`src/rtl/reg_pipe_hs.sv`:
```
// N-stage valid/ready pipeline register.
// Empty stages always accept, so data packs toward the output; supports flush and an occupancy count.
module reg_pipe_hs #(
  parameter int             W       = 8,
  parameter int             STAGES  = 3,
  parameter logic [W-1:0]   RST_VAL = '0
) (
  input  logic                          clk,
  input  logic                          rest,
  input  logic                          flush,
  input  logic                          in_valid,
  input  logic [W-1:0]                  in_data,
  output logic                          in_ready,
  output logic                          out_valid,
  output logic [W-1:0]                  out_data,
  input  logic                          out_ready,
  output logic [$clog2(STAGES+1)-1:0]   count
);

  localparam int CW = $clog2(STAGES + 1);

  logic [STAGES-1:0] v_q, v_d;
  logic [STAGES-1:0] tk;
  logic [STAGES-1:0] src_v;
  logic [W-1:0]      d_q   [STAGES];
  logic [W-1:0]      d_d   [STAGES];
  logic [W-1:0]      src_d [STAGES];
  logic [CW-1:0]     count_q, count_d;
  logic              accept, emit;

  // A stage can take new data when it, or any stage downstream of it, has a
  // free slot, or when the last stage is draining. This is the take chain
  // written in closed form.
  for (genvar gi = 0; gi < STAGES; gi++) begin : g_stage
    assign tk[gi] = out_ready | ~(&v_q[STAGES-1:gi]);
    if (gi == 0) begin : g_head
      assign src_v[gi] = in_valid;
      assign src_d[gi] = in_data;
    end else begin : g_body
      assign src_v[gi] = v_q[gi-1];
      assign src_d[gi] = d_q[gi-1];
    end
  end

  assign in_ready  = tk[0] & ~flush & ~rest;
  assign out_valid = v_q[STAGES-1] & ~flush;
  assign out_data  = d_q[STAGES-1];
  assign count     = count_q;
  assign accept    = in_valid & in_ready;
  assign emit      = out_valid & out_ready;

  always_comb begin
    v_d = v_q;
    d_d = d_q;
    for (int i = 0; i < STAGES; i++) begin
      if (flush) begin
        v_d[i] = 1'b0;
      end else if (tk[i]) begin
        v_d[i] = src_v[i];
        // A bubble moving in leaves the old data in place.
        if (src_v[i]) begin
          d_d[i] = src_d[i];
        end
      end
    end
  end

  always_comb begin
    count_d = count_q;
    if (flush) begin
      count_d = '0;
    end else if (accept && !emit) begin
      count_d = count_q + CW'(1);
    end else if (emit && !accept) begin
      count_d = count_q - CW'(1);
    end
  end

  always_ff @(posedge clk or posedge rest) begin
    if (rest) begin
      v_q     <= '0;
      count_q <= '0;
      for (int i = 0; i < STAGES; i++) begin
        d_q[i] <= RST_VAL;
      end
    end else begin
      v_q     <= v_d;
      d_q     <= d_d;
      count_q <= count_d;
    end
  end

endmodule

```
`config.mk`:
```
export PLATFORM = sky130hd
export DESIGN_NAME = reg_pipe_hs
export DESIGN_NICKNAME = d
export VERILOG_FILES = /design/src/rtl/reg_pipe_hs.sv
export SDC_FILE = /design/constraint.sdc
export NUM_CORES = 1
export LEC_CHECK = 0
export BUFFER_PORTS_ARGS = -buffer_cell sky130_fd_sc_hd__buf_2
export CORE_MARGIN = 3
export CORE_UTILIZATION = 34
export CTS_CLUSTER_DIAMETER = 30
export DETAILED_ROUTE_END_ITERATION = 8
export PLACE_DENSITY = 0.68
export SYNTH_ARGS = -nofsm -noshare
export SYNTH_HDL_FRONTEND = slang
export SYNTH_SLANG_ARGS = --single-unit
```
`constraint.sdc`:
```
create_clock -name clk -period 1.4 [get_ports clk]
set_input_delay 0.14 -clock clk [delete_from_list [all_inputs] [get_ports clk]]
set_output_delay 0.14 -clock clk [all_outputs]
set_load 0.01 [all_outputs]
```
---- Word-level counts from Yosys, hierarchy flattened ----
Index checks and enable logic that the tools add are counted.
Widths: inputs -> output; s select.
operators by class
  add/subtract/negate cells ............... 2
  mux-type cells .......................... 9
  bitwise operators ....................... 13
  reduce and logical (&&, ||, !) cells .... 13
operators by type and width
  operator             count
  $reduce_and 3->1     4
  $mux 1               6
  $mux 2               3
  $reduce_bool 2->1    3
  $and 1x1->1          5
  $not 1->1            5
  $or 1x1->1           3
  $reduce_bool 3->1    1
  $add 2x1->2 const B  1
  $logic_and 1x1->1    2
  $logic_not 1->1      2
  $reduce_and 2->1     1
  $sub 2x1->2 const B  1
word-level totals
  bits in registers ....................... 29
  input port bits ......................... 13
  output and inout port bits .............. 12
  word-level logic and storage cells ...... 44

---- Longest topological paths before layout ----
  depth in word-level cells ............... 11
  mapped depth ............................ 5
  mapped depth without buffers ............ 4

---- Worst setup path before layout ----
No wires, ideal clock.
  kind .................................... flip-flop to flip-flop
  start ................................... reg v_q[2]
  end ..................................... reg d_q, in the netlist out_data[0]
  setup time .............................. 0.125 ns
  arrival time ............................ 1.207 ns
  data required time ...................... 1.275 ns
  path slack .............................. 0.068 ns
  cell stages (with the launch flop) ...... 4
  path buffers ............................ 0
  clock period less this slack ............ 1.332 ns
  cell sequence ........................... dfrtp_1 -> nor2b_4 -> nor3b_4 -> mux2_2
on the way
  cells in the longest elaborated chain, start to end .. 3
ends and longest elaborated chain
  item                           RTL line  text
  start, declared                22        logic [STAGES-1:0] v_q, v_d;
  start signal, assigned         87        v_q <= v_d;
  $not 1->1                      35        assign tk[gi] = out_ready | ~(&v_q[STAGES-1:gi]);
  $or 1x1->1                     35
  $reduce_and 3->1 (no line)     --
  end signal, assigned by index  84        d_q[i] <= RST_VAL;
  end signal, assigned           88        d_q <= d_d;
  end, declared                  25        logic [W-1:0] d_q [STAGES];
Every way passes these cells.
A chain may end at the register's enable or synchronous reset.

---- Final worst setup path ----
  start ................................... reg v_q[2]
  end ..................................... reg d_q[19] (netlist name)
on the way
  cells in the longest elaborated chain, start to end .. 4
ends and longest elaborated chain
  item                        RTL line
  $reduce_and 3->1            35
  $not 1->1                   35
  $or 1x1->1                  35
  $reduce_and 3->1 (no line)  --
Every way passes these cells.

==> impl_metrics.tcl <==
set metrics [dict create \
    rows 21 \
    cp_max_fo 8 \
    multiInputGateArea_um2 480 \
    io_buffers 24 \
    final_nets 131 \
    drcViolationCount 0 \
    worst-path-buf-inv 1 \
    hold_violations 0 \
    clock_skew_ns 0.00293 \
    root_buffer "clkbuf_8" \
    finalWorstPathRequiredPeriod_ns 1.39 \
    final-setup-viol-count 0 \
    fmax_mhz 718 \
    cp-end-kind "register" \
    routed_wl_um 2080 \
    wl_per_cell_um 12.7 \
    slowest_delay_ns 0.35 \
    cp_data_arrival_time_ns 1.54 \
    syn_avg_cell_area_um2 13.9 \
    synthToLayoutAreaGrowth_pct 21.8 \
    finalCritPeriodShare_pct 99.5 \
    drt_pass1_iterations 2 \
    drtIter0Drc 10 \
    h-tree-depth 2 \
    dieArea_um2 4450 \
    grt_pass1_wl_um 3410 \
    die_h_um 66.7 \
    yosysSeqAreaShare_pct 57.9 \
    core_um2 3440 \
    fillerInstances 325 \
    synth_seq_cells 29 \
    ir_worst_vdd_mv 0.479 \
    synth_fp_nets 103 \
    netlist_instances 90 \
    slew_violations 0 \
    cpLargestDelayFamily "simple AND/OR/NAND/NOR gates" \
    grt_start_max_net_pins 30 \
    fp.dieW_um 66.7 \
    clk_latency_ns 0.27 \
    fin_setup_tns_ns 0 \
    cp-start-kind "register" \
    clock_sinks 29 \
    cap_violations 0 \
    yosysWarnings 0 \
    power_density_nw_per_um2 1470 \
    path_clk_slew_ns 0.06 \
    tightest_slew_ns 0.348 \
    stdcell_count 164 \
    placed_cells 153 \
    n_antenna_cell 0 \
    cts_tree "done" \
    cts_made_buffers 5 \
    io_pins 25 \
    rsz0062_at_grt "yes" \
    status "finished, final reports clean" \
    worstPathCellList "buf_4 -> nand4b_1 -> nand3_4 -> mux2_2" \
    viasPerCell 4.63 \
    grt_pass1_vias 824 \
    grt_antenna_before_repair 0 \
    cts_buffer_depth 2 \
    worst_path_max_delay_cell "dfrtp_1" \
    slew_headroom_pct 76.8 \
    start_util_pct 36.4 \
    cp.required_ns 1.55 \
    ys_types 21 \
    syn_area_um2 1250 \
    hold_path.class "input port to register" \
    regArea_um2 727 \
    drive_above_1_share_pct 57.6 \
    via_count 759 \
    grtUsageTotal_pct 10.5 \
    dp_hpwl_um 1520 \
    detail-route-antenna-nets 0 \
    leakage_nw 0.708 \
    grt_overflow 0 \
    critPathKind "register to register" \
    routabilityCongestion 0.780 \
]
placed cells by master (no fill, tap or decap), types with 2 or more instances in the layout:
| cell type | count |
|---|---|
| nor2_1 | 6 |
| nand2_1 | 4 |
| mux2_2 | 23 |
| buf_2 | 24 |
| dfrtp_1 | 28 |
| buf_4 | 5 |
| inv_1 | 2 |
| clkbuf_8 | 6 |
cell type report:
| cell class | count | area share (%) |
|---|---|---|
| multi-input combinational | 50 | 31.5 |
| timing repair buffer | 30 | 11.0 |
| clock buffer | 7 | 5.66 |
| tap | 46 | 3.77 |
| sequential | 29 | 47.6 |
| inverter | 2 | 0.492 |
registers in the layout (all words and copies together) (netlist names):
signal and cells:
d_q 16, count 2, v_q 3, out_data 8
worst paths after layout:
kind | start | end | slack [ns] | depth (start not counted)
min | in_data[0] | d_q[16] | 0.10 | 2
max | v_q[2] | d_q[19] | 0.007 | 4
min reg2reg | count[1] | count[1] | 0.48 | 1
max in group asynchronous | rest | v_q[1] | 0.59 | 4
min in group asynchronous | rest | out_data[0] | 0.53 | 4
max reg2reg | v_q[2] | d_q[19] | 0.007 | 4
synthesized netlist by cell type:
master / count / share of area, %
nor2_1: 6 / 1.8
mux2_2: 24 / 22
nand4b_1: 1 / 0.70
nor2b_4: 1 / 1.1
buf_4: 9 / 5.4
a21oi_1: 1 / 0.40
nor3b_4: 1 / 1.5
xor2_1: 1 / 0.70
nor2b_1: 1 / 0.50
a21o_1: 1 / 0.60
o22ai_1: 1 / 0.50
mux2i_1: 1 / 0.80
nand3_2: 2 / 1.6
nor3_1: 1 / 0.40
dfrtp_1: 29 / 58
nor3b_2: 1 / 1.0
xnor2_1: 1 / 0.70
inv_1: 2 / 0.60
and3_1: 1 / 0.50
nand2_1: 4 / 1.2
nand3b_1: 1 / 0.60
timing repair:
item | 4_1_cts | 5_1_grt
gates resized for setup | 3 | 3
pin swaps | 2 | 4
setup endpoints to repair | 1 | 12
setup buffers | 2 | 1
endpoints found under the hold margin | 29 | 0
hold buffers | 1 | 0
per-layer routing:
layer / track usage, % / part of all wire, % / up-vias
met1: 11.3 / 41 / 376
met3: 3.71 / 4.3 / 7
met4: 5.84 / 1.9 / 0
li1: - / - / 360
met2: 17.8 / 53 / 16
met5: 0 / 0 / -
report_power, final:
| group | switching (mW) | total [mW] | internal [mW] | leakage, nW |
|---|---|---|---|---|
| clock network | 0.265 | 0.653 | 0.388 | 0.0443 |
| registers | 0.103 | 1.15 | 1.04 | 0.353 |
| logic | 0.187 | 0.444 | 0.257 | 0.311 |
| total | 0.554 | 2.24 | 1.69 | 0.708 |
cell families (layout without fill, tap and decap cells):
group / count (synthesis) / in the layout / synth area share (%)
XOR/XNOR: 2 / 2 / 1.40
multiplexers: 25 / 25 / 22.4
flip-flops: 29 / 29 / 57.9
AO/OA/AOI/OAI: 3 / 3 / 1.50
buffers and inverters: 11 / 39 / 5.99
AND/OR/NAND/NOR: 20 / 20 / 10.9
stage by stage:
step                util, %  hold slack (ns)  worst slack (ns)  power, mW  area, um2
floorplan                 -            0.218            0.0681       1.55       1250
global placement       40.1            0.247            0.0522       1.59       1380
detailed placement     40.1            0.256           0.00810       1.61       1380
CTS                    43.8           0.0955         -0.000845       2.28       1510
global route           44.3            0.103           -0.0459       2.38       1530
finish                 44.3            0.102           0.00694       2.24       1530
Note: power is estimated with default switching activity, not from simulation.
